===== src/rtl/uart_rx_framed.sv =====
// Framed UART receiver: 2-flop synchronised line, mid-bit sampling, optional parity,
// one or two stop bits, and a single-entry output register with valid/ready handshake.
module uart_rx_framed #(
    parameter int CLK_SPEED = 5_000_000,
    parameter int BAUD_RATE = 9600,
    parameter int DATA_BITS = 8,
    parameter int PARITY    = 0,
    parameter int STOP_BITS = 1
) (
    input  logic                 clock,
    input  logic                 reset,
    input  logic                 rx,
    output logic [DATA_BITS-1:0] data_out,
    output logic                 data_valid,
    input  logic                 data_ready,
    output logic                 parity_err,
    output logic                 framing_err,
    output logic                 overrun_err,
    output logic                 busy
);
    localparam int BAUD_TICK      = CLK_SPEED / BAUD_RATE;
    localparam int HALF_BAUD_TICK = BAUD_TICK / 2;
    localparam int CNT_W          = $clog2(BAUD_TICK);
    localparam logic [CNT_W-1:0] TICK_LAST = CNT_W'(BAUD_TICK - 1);
    localparam logic [CNT_W-1:0] HALF_LAST = CNT_W'(HALF_BAUD_TICK - 1);
    localparam logic [3:0]       DATA_LAST = 4'(DATA_BITS - 1);
    localparam logic             STOP_LAST = (STOP_BITS == 2);

    typedef enum logic [2:0] {IDLE, START, DATA, PAR, STOP} state_t;

    state_t               state_q, state_d;
    logic [CNT_W-1:0]     cnt_q, cnt_d;
    logic [3:0]           bit_q, bit_d;
    logic                 stop_q, stop_d;
    logic [DATA_BITS-1:0] shift_q, shift_d;
    logic                 perr_q, perr_d;
    logic                 ferr_q, ferr_d;
    logic                 rx_meta_q, rx_sync_q, rx_prev_q;
    logic [1:0]           settle_q;
    logic                 load_s, frame_ferr_s;
    logic [DATA_BITS-1:0] data_out_q;
    logic                 data_valid_q, parity_err_q, framing_err_q, overrun_err_q;

    function automatic logic parity_error(input logic [DATA_BITS-1:0] d, input logic p);
        if (PARITY == 1) begin
            return ~(^d ^ p);
        end else if (PARITY == 2) begin
            return ^d ^ p;
        end else begin
            return 1'b0;
        end
    endfunction

    // Synchroniser; rx_prev_q only counts as a real "previous high" once the forced
    // reset ones have flushed, so a line low at reset release cannot fake a start edge.
    always_ff @(posedge clock) begin
        if (reset) begin
            rx_meta_q <= 1'b1;
            rx_sync_q <= 1'b1;
            settle_q  <= 2'b00;
            rx_prev_q <= 1'b0;
        end else begin
            rx_meta_q <= rx;
            rx_sync_q <= rx_meta_q;
            settle_q  <= {settle_q[0], 1'b1};
            rx_prev_q <= settle_q[1] & rx_sync_q;
        end
    end

    // Frame decoder state registers.
    always_ff @(posedge clock) begin
        if (reset) begin
            state_q <= IDLE;
            cnt_q   <= '0;
            bit_q   <= 4'd0;
            stop_q  <= 1'b0;
            shift_q <= '0;
            perr_q  <= 1'b0;
            ferr_q  <= 1'b0;
        end else begin
            state_q <= state_d;
            cnt_q   <= cnt_d;
            bit_q   <= bit_d;
            stop_q  <= stop_d;
            shift_q <= shift_d;
            perr_q  <= perr_d;
            ferr_q  <= ferr_d;
        end
    end

    // Next-state logic: half-bit start qualification, then one sample per bit period.
    always_comb begin
        state_d      = state_q;
        cnt_d        = cnt_q;
        bit_d        = bit_q;
        stop_d       = stop_q;
        shift_d      = shift_q;
        perr_d       = perr_q;
        ferr_d       = ferr_q;
        load_s       = 1'b0;
        frame_ferr_s = ferr_q;
        case (state_q)
            IDLE: begin
                cnt_d  = '0;
                bit_d  = 4'd0;
                stop_d = 1'b0;
                if (rx_prev_q && !rx_sync_q) begin
                    state_d = START;
                    perr_d  = 1'b0;
                    ferr_d  = 1'b0;
                end else begin
                    state_d = IDLE;
                end
            end
            START: begin
                if (cnt_q == HALF_LAST) begin
                    cnt_d   = '0;
                    state_d = rx_sync_q ? IDLE : DATA;
                end else begin
                    cnt_d = cnt_q + CNT_W'(1);
                end
            end
            DATA: begin
                if (cnt_q == TICK_LAST) begin
                    cnt_d   = '0;
                    shift_d = {rx_sync_q, shift_q[DATA_BITS-1:1]};
                    if (bit_q == DATA_LAST) begin
                        bit_d   = 4'd0;
                        state_d = (PARITY != 0) ? PAR : STOP;
                    end else begin
                        bit_d = bit_q + 4'd1;
                    end
                end else begin
                    cnt_d = cnt_q + CNT_W'(1);
                end
            end
            PAR: begin
                if (cnt_q == TICK_LAST) begin
                    cnt_d   = '0;
                    perr_d  = parity_error(shift_q, rx_sync_q);
                    state_d = STOP;
                end else begin
                    cnt_d = cnt_q + CNT_W'(1);
                end
            end
            STOP: begin
                if (cnt_q == TICK_LAST) begin
                    cnt_d  = '0;
                    ferr_d = ferr_q | ~rx_sync_q;
                    if (stop_q == STOP_LAST) begin
                        load_s       = 1'b1;
                        frame_ferr_s = ferr_q | ~rx_sync_q;
                        stop_d       = 1'b0;
                        state_d      = IDLE;
                    end else begin
                        stop_d = 1'b1;
                    end
                end else begin
                    cnt_d = cnt_q + CNT_W'(1);
                end
            end
            default: begin
                state_d = IDLE;
                cnt_d   = '0;
            end
        endcase
    end

    // Output holding register: a new frame always wins; overrun flags a lost unaccepted one.
    always_ff @(posedge clock) begin
        if (reset) begin
            data_out_q    <= '0;
            data_valid_q  <= 1'b0;
            parity_err_q  <= 1'b0;
            framing_err_q <= 1'b0;
            overrun_err_q <= 1'b0;
        end else begin
            overrun_err_q <= 1'b0;
            if (load_s) begin
                data_out_q    <= shift_q;
                parity_err_q  <= perr_q;
                framing_err_q <= frame_ferr_s;
                data_valid_q  <= 1'b1;
                overrun_err_q <= data_valid_q & ~data_ready;
            end else if (data_valid_q && data_ready) begin
                data_valid_q <= 1'b0;
            end
        end
    end

    assign data_out    = data_out_q;
    assign data_valid  = data_valid_q;
    assign parity_err  = parity_err_q;
    assign framing_err = framing_err_q;
    assign overrun_err = overrun_err_q;
    assign busy        = (state_q != IDLE);
endmodule


===== config.mk =====
export PLATFORM = sky130hd
export DESIGN_NAME = uart_rx_framed
export DESIGN_NICKNAME = d
export VERILOG_FILES = /design/src/rtl/uart_rx_framed.sv
export SDC_FILE = /design/constraint.sdc
export NUM_CORES = 1
export LEC_CHECK = 0
export CORE_MARGIN = 3
export CORE_UTILIZATION = 60
export DETAILED_ROUTE_END_ITERATION = 8
export PLACE_DENSITY = 0.88
export SLEW_MARGIN = 40
export SYNTH_ARGS = -nofsm -noshare
export SYNTH_HDL_FRONTEND = slang
export SYNTH_SLANG_ARGS = --single-unit

===== constraint.sdc =====
create_clock -name clock -period 5.3 [get_ports clock]
set_input_delay 1.06 -clock clock [delete_from_list [all_inputs] [get_ports clock]]
set_output_delay 1.06 -clock clock [all_outputs]
set_load 0.01 [all_outputs]

==> impl_metrics.toml <==
[route]
drt_iter0_markers = 87
viasPerCell = 5.83
wl_um = 3250
drtAntennaViolNets = 0
drcViolationCount = 0
drtPass1Iterations = 4
num_vias = 1381
wl_per_cell_um = 13.7

[placement]
dp_hpwl_um = 2390
place_ws_ps = 2660
gp_congestion = 0.781
io_buffers = 15

[timing]
hold_ws_ps = 425
fin_crit_ps = 3020
rsz0062_at_grt = "false"
setup_viol = 0
slew_violations = 0
fin_crit_sh_pct = 57.0
worst_pin_slew_ps = 757
fin_tns_setup_ps = 0
worst_clock_skew_ps = 8.45
hold_viol_final = 0
slew_headroom_pct = 49.5
finalWorstSetupSlack_ps = 2280
fmax_mhz = 331

[worst_setup_path]
crit_fanout = 9
cp-start-kind = "flop"
crit_arrival_ps = 1960
max_stage_delay_ps = 550
critPathRequiredTime_ps = 4240
path_cells = "nor3_1 > clkinv_1 > clkdlybuf4s50_1"
crit_slowest_cell = "clkdlybuf4s50_1"
reg2regPathDepth = 5
path_class = "reg2out"
worstSetupEndpointType = "output port"

[floorplanning]
design.die.area_mm2 = 0.00367
boundaryPins = 17
die_h_um = 60.6
core_area_mm2 = 0.00281
std_cell_rows = 19
dieWidth_um = 60.6
start_util_pct = 63.8

[synth]
synth_cell_types = 43
synth.area.top_cells = "dfxtp_1, mux2i_1, nor2_1"
syn_inst = 191
synthArstFlopShare_pct = 0
synth.most_common_cell = "dfxtp_1"
synthFlopType = "dfxtp_1"
netlist_top_cells_count = "dfxtp_1, nor2_1, mux2i_1, nand3_1, nand2_1"
ys_warn_count = 0
ys_seq_area_share_pct = 48.1
synth_area_leader_cell = "dfxtp_1"
syn-cell-area_mm2 = 0.00179
synth_top_cell_area_share_pct = 48.1
avgSynthCellArea_um2 = 9.37
synth_nets = 197
synth_edf_count = 0
ys_ff_latch = 43

[grt]
grt_pass1_wl_um = 5580
grt_pass1_vias = 1290
grt-ovfl-total = 0
grt_max_degree = 32
antenna_found_initial = 0
groute.usage.overall_pct = 20.3

[power_and_ir_drop]
power_uw = 509
peakVddDrop_mv = 0.333
power.leakage_nw = 0.658
p_per_area_mw_per_mm2 = 252

[cts]
clockBufferDepth = 2
cts_made_buffers = 5
clk_pin_slew_ps = 120
clock_latency_ps = 340
clockRootBuffer = "clkbuf_4"
clkSinkCount = 43
ctsHoldBuffers = 0
cts_tree = "yes"
post_cts_buffers = 0
cts_resized = 0
htreeDepth = 2

[final_layout]
syn2layout_area_growth_pct = 12.7
seq_area_um2 = 861
diodes = 0
nets = 211
layout-drive-gt1-share_pct = 9.22
fillerInstances = 213
multi_input_area_um2 = 866

[job]
maxCapViolations = 0

[min_path]
timing.hold.worst.class = "reg2reg"
hold_path_depth = 1

[outcome]
status = "complete, no violations"
## area by class of cell
| class | count | share of cell area (%) |
|---|---|---|
| clock buffer | 7 | 3.23 |
| timing repair buffer | 16 | 7.57 |
| multi-input combinational | 132 | 42.9 |
| inverter | 7 | 1.30 |
| tap | 31 | 1.92 |
| clock inverter | 1 | 0.372 |
| sequential | 43 | 42.7 |
## power by group
part / internal (mW) / leakage (nW) / switching (mW)
combinational: 0.00295 / 0.273 / 0.00491
sequential: 0.325 / 0.347 / 0.000976
clock: 0.0776 / 0.0375 / 0.0972
total: 0.405 / 0.658 / 0.103
## metrics by stage
step,util [%],instance area (um^2),cells
floorplan,-,1790,191
global placement,69.5,1950,229
detailed placement,69.3,1940,229
CTS,71.9,2020,237
global route,71.9,2020,237
finish,71.9,2020,237
## cells in the final DEF, fill, tap and decap left out, types with 2 or more instances in the layout
master and instances:
a211oi_1 2, a21oi_1 7, and3_1 3, clkbuf_4 5
clkbuf_8 2, clkdlybuf4s50_1 14, dfxtp_1 43, ha_1 2
inv_1 6, mux2i_1 18, nand2_1 8, nand2b_1 2
nand3_1 10, nand3b_1 2, nand4_1 2, nor2_1 32
nor3_1 4, nor3b_1 2, nor4_1 2, o21ai_0 3
o41ai_1 2, or2_2 3, or4b_2 2, xnor2_1 6
xor2_1 2
## sequential cells by signal, summed over array words and instances, names as in the netlist, 2 cells and up
signal / cells
state_q: 3
shift_q: 8
cnt_q: 10
data_out: 8
settle_q: 2
bit_q: 4
## path summary, 6_finish.rpt
path | startpoint | to | slack [ps]
setup / recovery | state_q[0]$_SDFFE_PP0P_ | busy | 2280
hold / removal | rx_meta_q$_SDFF_PP1_ | rx_sync_q$_SDFF_PP1_ | 430
setup reg to reg | cnt_q[4]$_SDFF_PP0_ | data_out[6]$_SDFFE_PP0P_ | 2980
hold reg to reg | rx_meta_q$_SDFF_PP1_ | rx_sync_q$_SDFF_PP1_ | 430
## routing by layer
metal / GRT usage [%] / vias up / routed length (um)
li1: - / 699 / -
met1: 24.5 / 645 / 1480
met2: 33.6 / 31 / 1590
met3: 6.38 / 6 / 125
met4: 8.36 / 0 / 57
met5: 0 / - / 0
## worst max-delay path: cells and delay by family, from the launching register on
kind / cells / cell delay (ps)
buf+inv: 2 / 860
flops: 1 / 400
simple gates: 1 / 350
## cells by family after synthesis
| logic type | synth area share [%] |
|---|---|
| and+or+nand+nor | 24.1 |
| buffers and inverters | 3.85 |
| muxes | 10.1 |
| AOI/OAI and AO/OA | 8.39 |
| xor gates and xnor gates | 3.92 |
| DFF | 48.1 |
| other | 0.210 |
| adders and majority gates | 1.40 |
Power figures use the tool's default switching activity.
